`config.mk`:
```
export PLATFORM = sky130hd
export DESIGN_NAME = serial_subtractor
export DESIGN_NICKNAME = d
export VERILOG_FILES = /design/src/rtl/serial_subtractor_pkg.sv /design/src/rtl/serial_subtractor_half_subtractor.sv /design/src/rtl/serial_subtractor.sv
export SDC_FILE = /design/constraint.sdc
export NUM_CORES = 1
export LEC_CHECK = 0
export CAP_MARGIN = 20
export CORE_MARGIN = 2
export CORE_UTILIZATION = 45
export CTS_CLUSTER_DIAMETER = 100
export DETAILED_ROUTE_END_ITERATION = 8
export PLACE_DENSITY = 0.68
export SLEW_MARGIN = 20
export SYNTH_ARGS = -nofsm -noshare
export SYNTH_HDL_FRONTEND = slang
export SYNTH_HIERARCHICAL = 1
export SYNTH_SLANG_ARGS = --single-unit
```
`constraint.sdc`:
```
create_clock -name clk -period 3.05 [get_ports clk]
set_input_delay 0.4575 -clock clk [delete_from_list [all_inputs] [get_ports clk]]
set_output_delay 0.4575 -clock clk [all_outputs]
set_load 0.01 [all_outputs]
```
`src/rtl/serial_subtractor_pkg.sv`:
```
`default_nettype none
// +----------------------------------------------------------------------+
// | Module   : sub_pkg                                                   |
// | Brief    : State encoding and helpers for the bit-serial subtractor  |
// | Revision : 1.0                                                       |
// +----------------------------------------------------------------------+
package sub_pkg;

  localparam logic [1:0] IDLE = 2'b00;
  localparam logic [1:0] RUN  = 2'b01;
  localparam logic [1:0] DONE = 2'b10;

  // busy covers the whole interval from acceptance to the done pulse
  function automatic logic busy_state(input logic [1:0] s);
    return (s == RUN) || (s == DONE);
  endfunction

endpackage
`default_nettype wire

```
`src/rtl/serial_subtractor_half_subtractor.sv`:
```
`default_nettype none
// +----------------------------------------------------------------------+
// | Module   : half_subtractor                                           |
// | Brief    : One-bit half subtractor, d = x - y with borrow-out        |
// | Revision : 1.0                                                       |
// +----------------------------------------------------------------------+
module half_subtractor (
  input  logic x,
  input  logic y,
  output logic d,
  output logic bo
);

  assign d  = x ^ y;
  assign bo = ~x & y;

endmodule
`default_nettype wire

```
`src/rtl/serial_subtractor.sv`:
```
`default_nettype none
// +----------------------------------------------------------------------+
// | Module   : serial_subtractor                                         |
// | Brief    : Bit-serial unsigned subtractor, LSB first, start/done     |
// | Revision : 1.0                                                       |
// +----------------------------------------------------------------------+
module serial_subtractor
  import sub_pkg::*;
#(
  parameter int WIDTH = 8
) (
  input  logic             clk,
  input  logic             rst_n,
  input  logic             start,
  input  logic [WIDTH-1:0] a,
  input  logic [WIDTH-1:0] b,
  output logic             busy,
  output logic             done,
  output logic [WIDTH-1:0] d,
  output logic             bout
);

  localparam int                 c_cnt_w    = $clog2(WIDTH + 1);
  localparam logic [c_cnt_w-1:0] c_cnt_last = c_cnt_w'(WIDTH - 1);
  localparam logic [c_cnt_w-1:0] c_cnt_one  = c_cnt_w'(1);

  logic [1:0]         r_state;
  logic [1:0]         w_state_next;
  logic [WIDTH-1:0]   r_a;
  logic [WIDTH-1:0]   r_b;
  logic [WIDTH-1:0]   r_res;
  logic [WIDTH-1:0]   r_d;
  logic [c_cnt_w-1:0] r_cnt;
  logic               r_borrow;
  logic               r_bout;
  logic               r_busy;
  logic               r_done;

  logic             w_d0;
  logic             w_bo0;
  logic             w_diff;
  logic             w_bo1;
  logic             w_bnext;
  logic             w_last;
  logic [WIDTH-1:0] w_res_next;

  // Full-subtract cell: x - y first, then subtract the carried borrow
  half_subtractor u_hs0 (
    .x  (r_a[0]),
    .y  (r_b[0]),
    .d  (w_d0),
    .bo (w_bo0)
  );

  half_subtractor u_hs1 (
    .x  (w_d0),
    .y  (r_borrow),
    .d  (w_diff),
    .bo (w_bo1)
  );

  assign w_bnext    = w_bo0 | w_bo1;
  assign w_last     = (r_cnt == c_cnt_last);
  assign w_res_next = {w_diff, r_res[WIDTH-1:1]};

  always_comb begin
    w_state_next = IDLE;
    case (r_state)
      IDLE:    w_state_next = start ? RUN : IDLE;
      RUN:     w_state_next = w_last ? DONE : RUN;
      DONE:    w_state_next = IDLE;
      default: w_state_next = IDLE;
    endcase
  end

  always_ff @(posedge clk or negedge rst_n) begin
    if (!rst_n) begin
      r_state  <= IDLE;
      r_a      <= '0;
      r_b      <= '0;
      r_res    <= '0;
      r_d      <= '0;
      r_cnt    <= '0;
      r_borrow <= 1'b0;
      r_bout   <= 1'b0;
      r_busy   <= 1'b0;
      r_done   <= 1'b0;
    end else begin
      r_state <= w_state_next;
      r_busy  <= busy_state(w_state_next);
      r_done  <= (w_state_next == DONE);
      case (r_state)
        IDLE: begin
          if (start) begin
            r_a      <= a;
            r_b      <= b;
            r_res    <= '0;
            r_borrow <= 1'b0;
            r_cnt    <= '0;
          end
        end
        RUN: begin
          r_a      <= r_a >> 1;
          r_b      <= r_b >> 1;
          r_res    <= w_res_next;
          r_borrow <= w_bnext;
          r_cnt    <= r_cnt + c_cnt_one;
          // Only the completed word is published; partial shifts stay internal
          if (w_last) begin
            r_d    <= w_res_next;
            r_bout <= w_bnext;
          end
        end
        default: begin
        end
      endcase
    end
  end

  assign busy = r_busy;
  assign done = r_done;
  assign d    = r_d;
  assign bout = r_bout;

endmodule
`default_nettype wire

```
==> results.md, run 1 <==
* Outcome: completed
* Antenna Nets Post-Route at 0
* Global routing's busiest layer: met2
* Pwr dens at 964 mW/mm2
* Slew HR at 42.0%
* Data arrival, critical path at 1.19 ns
* RSZ-0062 raised after global routing: false
* Slew @ Worst Pin at 0.870 ns
* WL final at 3.23 mm
* # setup viols final at 0
* CTS clk-pin slew, worst paths at 0.07 ns
* Hold slack at 0.289 ns
* Req. time, crit path at 2.59 ns
* R2R setup slack at 1.47 ns
* Vias/cell at 5.12
* Critical path startpoint category: flip-flop
* Dpl cell area at 0.00204 mm2
* Sequential area share after synthesis at 59.9%
* F_max at 606 MHz
* DRC viols at 0
* Top cell type's share of synthesized area at 59.9%
* CP Cell Sequence: clkdlybuf4s50_1
* Routability Congestion at 0.752
* CTS Buffer Depth at 2
* Top FF cell, synth: dfrtp_1
* Root Buffer: clkbuf_8
* Hold-fix buffers, CTS at 0
* Layout Skew at 0.00361 ns
* Pin count of the biggest net entering global routing at 42
* Final Non-Filler Cells at 240
* Syn_nets at 183
* 1st-iter DRT viols at 79
* Mapped Area at 0.00171 mm2
* Post-synth top area cell: dfrtp_1
* First-pass GRT wire length at 5.70 mm
* Synth top cells by count: dfrtp_1 (41), nand2_1 (30), nor2_1 (21), nand3_1 (11), o22ai_1 (10)
* CP endpoint kind: primary output
* Fill count at 313
* Max-cap violations at 0
* Grt ovf at 0
* Post-CTS Setup Inserts at 0
* DR vias at 1228
* CTS sink cnt at 41
* Worst Path Buf+Inv at 1
* Overall Power at 0.00205 W
* Top-count cell post-synth: dfrtp_1
* Pins over their slew limit at 0
* Post-layout net count at 215
* Crit path max-delay family: buffers and inverters
* Vias in the first global route at 1266
* I/O pins at 30
* Hold Path Class: input pin to async pin
* Critical-path top delay cell: clkdlybuf4s50_1
* M2 GR Usage at 29.4%
* Gr usage total at 17.5%
* Post-synth cell types at 26
* Port Buffers at 29
* Row Count at 22
* Tmin final at 1.65 ns
* Post-synth EDFFs at 0
* Ranking of synthesized cells by area: dfrtp_1 (60%), nand2_1 (6.6%), mux2_2 (5.3%)
* Initial Util at 46.8%
* R2r startpoint: r_cnt[0]$_DFFE_PN0P_
* CTS tree: yes
* Die W at 65.7 um
* Setup TNS at 0 ns
* Mean Syn Cell Area at 10.7 um2
* R2R depth at 4
* HPWL Detailed at 2.21 mm
* Core Area at 0.00366 mm2
* FF+latch count, synth at 41
* Die area at 0.00431 mm2
* Layout cells sized above 1 at 10.9%
* Drt wl/cell at 13.5 um
* Max Fanout on Critical Path at 2
* Dpl cells at 233
* Critical Path Source: d[7]$_DFFE_PN0P_
* RR Endpoint: d[6]$_DFFE_PN0P_
* CP peak stage delay at 0.55 ns
* DRT Pass-1 Iters at 4
* Antenna Diode Count at 0
* CTS buffer count at 5
* Worst vdd ir at 0.000478 V
* Layout area overhead at 24.0%
* Met1 Use GR at 21.9%
* Yosys warning count at 6
* WS Path Type: flip-flop to primary output
* P_leak at 1.01 nW
* Post-route cell area at 0.00212 mm2
* Post-Syn Instances at 160
* Gates resized, CTS repair at 0
* Die Y at 65.7 um
* Final Hold Viols at 0
* Worst skew pair latency at 0.28 ns
* Period utilization at 54.1%
* Met3 Use GR at 5.48%
* Initial antenna violation count at 0
* H-tree depth at 2
* Async SR Flop Fraction at 100%
[cell type report]
cell class / count / area [um2] / share of cell area (%)
clock buffer: 7 / 86.3 / 4.07
multi-input combinational: 106 / 619 / 29.2
inverter: 6 / 22.5 / 1.06
sequential: 41 / 1030 / 48.3
timing repair buffer: 32 / 308 / 14.5
tap: 48 / 60.1 / 2.83
[worst max-delay path by stage]
stage,endpoint,slack [ns],depth (start not counted)
floorplan,busy$_DFF_PN0_,1.57,4
global route,d[7],1.34,1
detailed placement,busy$_DFF_PN0_,1.13,6
finish,d[7],1.40,1
CTS,d[7],1.38,1
global placement,r_a[0]$_DFFE_PN0P_,1.20,4
[per-stage QoR]
step / util [%] / setup slack (ns)
2_1_floorplan: - / 1.57
3_3_place_gp: 55.6 / 1.20
3_5_place_dp: 55.6 / 1.13
4_1_cts: 58.0 / 1.38
5_1_grt: 58.0 / 1.34
6_report: 58.0 / 1.40
[layer usage]
metal | vias to the layer above | part of all wire [%]
li1 | 601 | -
met5 | - | 0
met3 | 2 | 4.1
met2 | 29 | 50
met4 | 0 | 0.43
met1 | 596 | 45
[cells in the final DEF (no fill, tap or decap), types with 6 or more instances in the layout]
master            n
dfrtp_1          41
nand2_1          30
clkdlybuf4s50_1  28
nor2_1           21
nand3_1          11
o22ai_1          10
mux2_2            8
inv_1             6
clkbuf_8          6
[worst register-to-register path: stages (launching register included)]
cell	delay, ns
dfrtp_1	0.39
ha_1	0.20
nand3b_1	0.25
nor2_8	0.26
mux2_2	0.36
[power by group]
group	leakage [nW]	switching [W]	internal (W)
Combinational	0.458	0.000407	0.000370
Clock	0.0443	0.000165	0.000179
Sequential	0.510	0.000144	0.000781
[kinds of logic (layout without fill, tap and decap cells)]
family	Yosys count	after routing	share of synthesized area, %
AO/OA/AOI/OAI	23	23	8.77
flip-flops	41	41	59.9
AND/OR/NAND/NOR	70	70	18.6
multiplexers	9	9	5.85
buffers and inverters	13	45	3.87
adder cells (fa/ha/maj)	4	4	2.92
[flip-flops by register name (all words and copies together) (netlist names)]
signal    count
bout          1
busy          1
d             8
done          1
r_a           8
r_b           8
r_borrow      1
r_cnt         4
r_res         7
r_state       2
Power figures use the tool's default switching activity.
==> run 2, diff against run 1 <==
--- a/config.mk
+++ b/config.mk
@@ -10,7 +10,7 @@
 export CORE_UTILIZATION = 45
 export CTS_CLUSTER_DIAMETER = 100
 export DETAILED_ROUTE_END_ITERATION = 8
-export PLACE_DENSITY = 0.68
+export PLACE_DENSITY = 0.71
 export SLEW_MARGIN = 20
 export SYNTH_ARGS = -nofsm -noshare
 export SYNTH_HDL_FRONTEND = slang
==> constraint.sdc (replaced) <==
create_clock -name clk -period 1.39 [get_ports clk]
set_input_delay 0.2085 -clock clk [delete_from_list [all_inputs] [get_ports clk]]
set_output_delay 0.2085 -clock clk [all_outputs]
set_load 0.01 [all_outputs]
==> run 2 against run 1 <==
The run now ends with negative setup slack left. Wire length rose by 17%. Core utilization increased by 7.3 points. Clock-buffer cell count unchanged. Via count rose by 10%. Design area up 13%. Sequential share of layout area shrank 5.4 points. Combinational power grew to 2.9 times the previous value. Largest cell class unchanged. Highest routed layer unchanged.
==> results.md, run 2 (synthesized netlist as in run 1, its figures left out) <==
* Outcome: complete, but fails checks
* Failing checks: negative setup slack
* R2R setup slack at -0.1 ns
* CTS sink cnt at 41
* # setup viols final at 9
* RR Endpoint: d[5]$_DFFE_PN0P_
* Tmin final at 1.49 ns
* Period utilization at 107%
* Die area at 0.00431 mm2
* Initial antenna violation count at 0
* H-tree depth at 2
* DR vias at 1351
* Commonest non-fill, non-tap cell in the layout: dfrtp_1
* Pin count of the biggest net entering global routing at 42
* CP endpoint kind: flip-flop
* P_leak at 1.17 nW
* First-pass GRT wire length at 6.66 mm
* Fill count at 298
* Root Buffer: clkbuf_8
* Vias/cell at 5.24
* WS Path Type: flip-flop to flip-flop
* Hold Path Class: input pin to async pin
* Initial Util at 46.8%
* Vias in the first global route at 1463
* Final Non-Filler Cells at 258
* Die Y at 65.7 um
* Seq pwr share at 40.3%
* Critical path startpoint category: flip-flop
* DRC viols at 0
* Slew HR at 81.5%
* Grt ovf at 0
* Slew @ Worst Pin at 0.277 ns
* Gr usage total at 20.6%
* Combinational power share at 44.2%
* Antenna Nets Post-Route at 0
* Layout area overhead at 39.5%
* Final core occ at 65.2%
* Dpl cells at 244
* Max Fanout on Critical Path at 3
* CTS clk-pin slew, worst paths at 0.07 ns
* R2r startpoint: r_cnt[0]$_DFFE_PN0P_
* Final worst slack at -0.0999 ns
* Max-cap violations at 0
* Most frequent cells in the layout: dfrtp_1 (41), nand2_1 (28), nor2_1 (20)
* CTS tree: yes
* Worst skew pair latency at 0.30 ns
* I/O pins at 30
* Layout cells sized above 1 at 24.3%
* Power Internal at 0.00323 W
* DRT Pass-1 Iters at 4
* Drt wl/cell at 14.7 um
* Req. time, crit path at 1.57 ns
* Sw frac at 35.6%
* Routability Congestion at 0.781
* Die W at 65.7 um
* Final Hold Viols at 0
* RSZ-0062 raised after global routing: true
* Row Count at 22
* Antenna Diode Count at 0
* WL final at 3.79 mm
* F_max at 671 MHz
* HPWL Detailed at 2.33 mm
* R2R depth at 6
* CTS Buffer Depth at 2
* Worst vdd ir at 0.000859 V
* Pwr dens at 2100 mW/mm2
* Core Area at 0.00366 mm2
* Data arrival, critical path at 1.67 ns
* Layout Skew at 0.00523 ns
* Switch Pwr at 0.00179 W
* 1st-iter DRT viols at 59
* CTS buffer count at 5
* Pins over their slew limit at 0
* Overall Power at 0.00502 W
* Port Buffers at 29
* Clk network pwr share at 15.5%
* Post-layout net count at 233
run 2: cell type report:
class | count | area [um2] | area share (%)
Sequential cell | 41 | 1030 | 43.0
Multi-Input combinational cell | 107 | 712 | 29.8
Clock buffer | 7 | 86.3 | 3.61
Tap cell | 48 | 60.1 | 2.51
Timing Repair Buffer | 49 | 482 | 20.2
Inverter | 6 | 22.5 | 0.943
run 2: worst max-delay path by stage:
| stage | start | to | slack, ns | cells past startpoint |
|---|---|---|---|---|
| final | r_cnt[0]$_DFFE_PN0P_ | d[5]$_DFFE_PN0P_ | -0.1 | 6 |
| after global routing | r_cnt[0]$_DFFE_PN0P_ | d[6]$_DFFE_PN0P_ | -0.14 | 6 |
| after CTS | r_cnt[0]$_DFFE_PN0P_ | d[4]$_DFFE_PN0P_ | -0.06 | 5 |
| after detailed placement | start | r_a[0]$_DFFE_PN0P_ | -0.19 | 4 |
| after global placement | start | r_a[0]$_DFFE_PN0P_ | -0.17 | 4 |
| after floorplan | r_cnt[0]$_DFFE_PN0P_ | d[0]$_DFFE_PN0P_ | -0.02 | 4 |
run 2: through the flow:
stage / setup TNS (ns) / setup slack (ns) / cell area (um2) / hold slack [ns]
after floorplan: -0.150 / -0.0187 / 1720 / -0.0871
after global placement: -3.73 / -0.168 / 2150 / 0.190
final: -0.661 / -0.0999 / 2390 / 0.408
after CTS: -0.423 / -0.0610 / 2350 / 0.409
after global routing: -1.12 / -0.145 / 2390 / 0.417
after detailed placement: -4.52 / -0.186 / 2150 / 0.194
run 2: worst max-delay path: stages (launching register included):
cell	delay, ns
dfrtp_1	0.37
ha_2	0.20
nand3b_1	0.10
buf_4	0.17
nor2_4	0.12
buf_12	0.13
mux2_4	0.29
run 2: repair_timing:
item | in CTS | in global routing
buffers inserted | 5 | 0
hold buffers | 1 | 0
hold endpoints to repair | 41 | 0
cloned | 1 | 0
pin swaps | 7 | 1
resized for setup | 21 | 11
setup endpoints to repair | 17 | 15
run 2: power groups by stage:
stage	logic (W)	registers, W	clock network (W)
6_report	0.00222	0.00202	0.000776
4_1_cts	0.00211	0.00201	0.000802
2_1_floorplan	0.00110	0.00203	0
3_5_place_dp	0.00191	0.00202	0
3_3_place_gp	0.00183	0.00200	0
5_1_grt	0.00250	0.00209	0.000859
run 2: layer usage:
layer  vias to the layer above  track usage (%)  wire, um
met5                         -                0         0
met4                         0             7.29        60
met3                         5             5.99       161
met2                        33             35.0      1980
met1                       674             24.9      1590
li1                        639                -         -
==> run 3, diff against run 2 <==
--- a/config.mk
+++ b/config.mk
@@ -5,6 +5,7 @@
 export SDC_FILE = /design/constraint.sdc
 export NUM_CORES = 1
 export LEC_CHECK = 0
+export ABC_CLOCK_PERIOD_IN_PS = 1390
 export CAP_MARGIN = 20
 export CORE_MARGIN = 2
 export CORE_UTILIZATION = 45
==> results of run 3 <==
No change in the layout: final DEF, timing and power equal those of run 2.
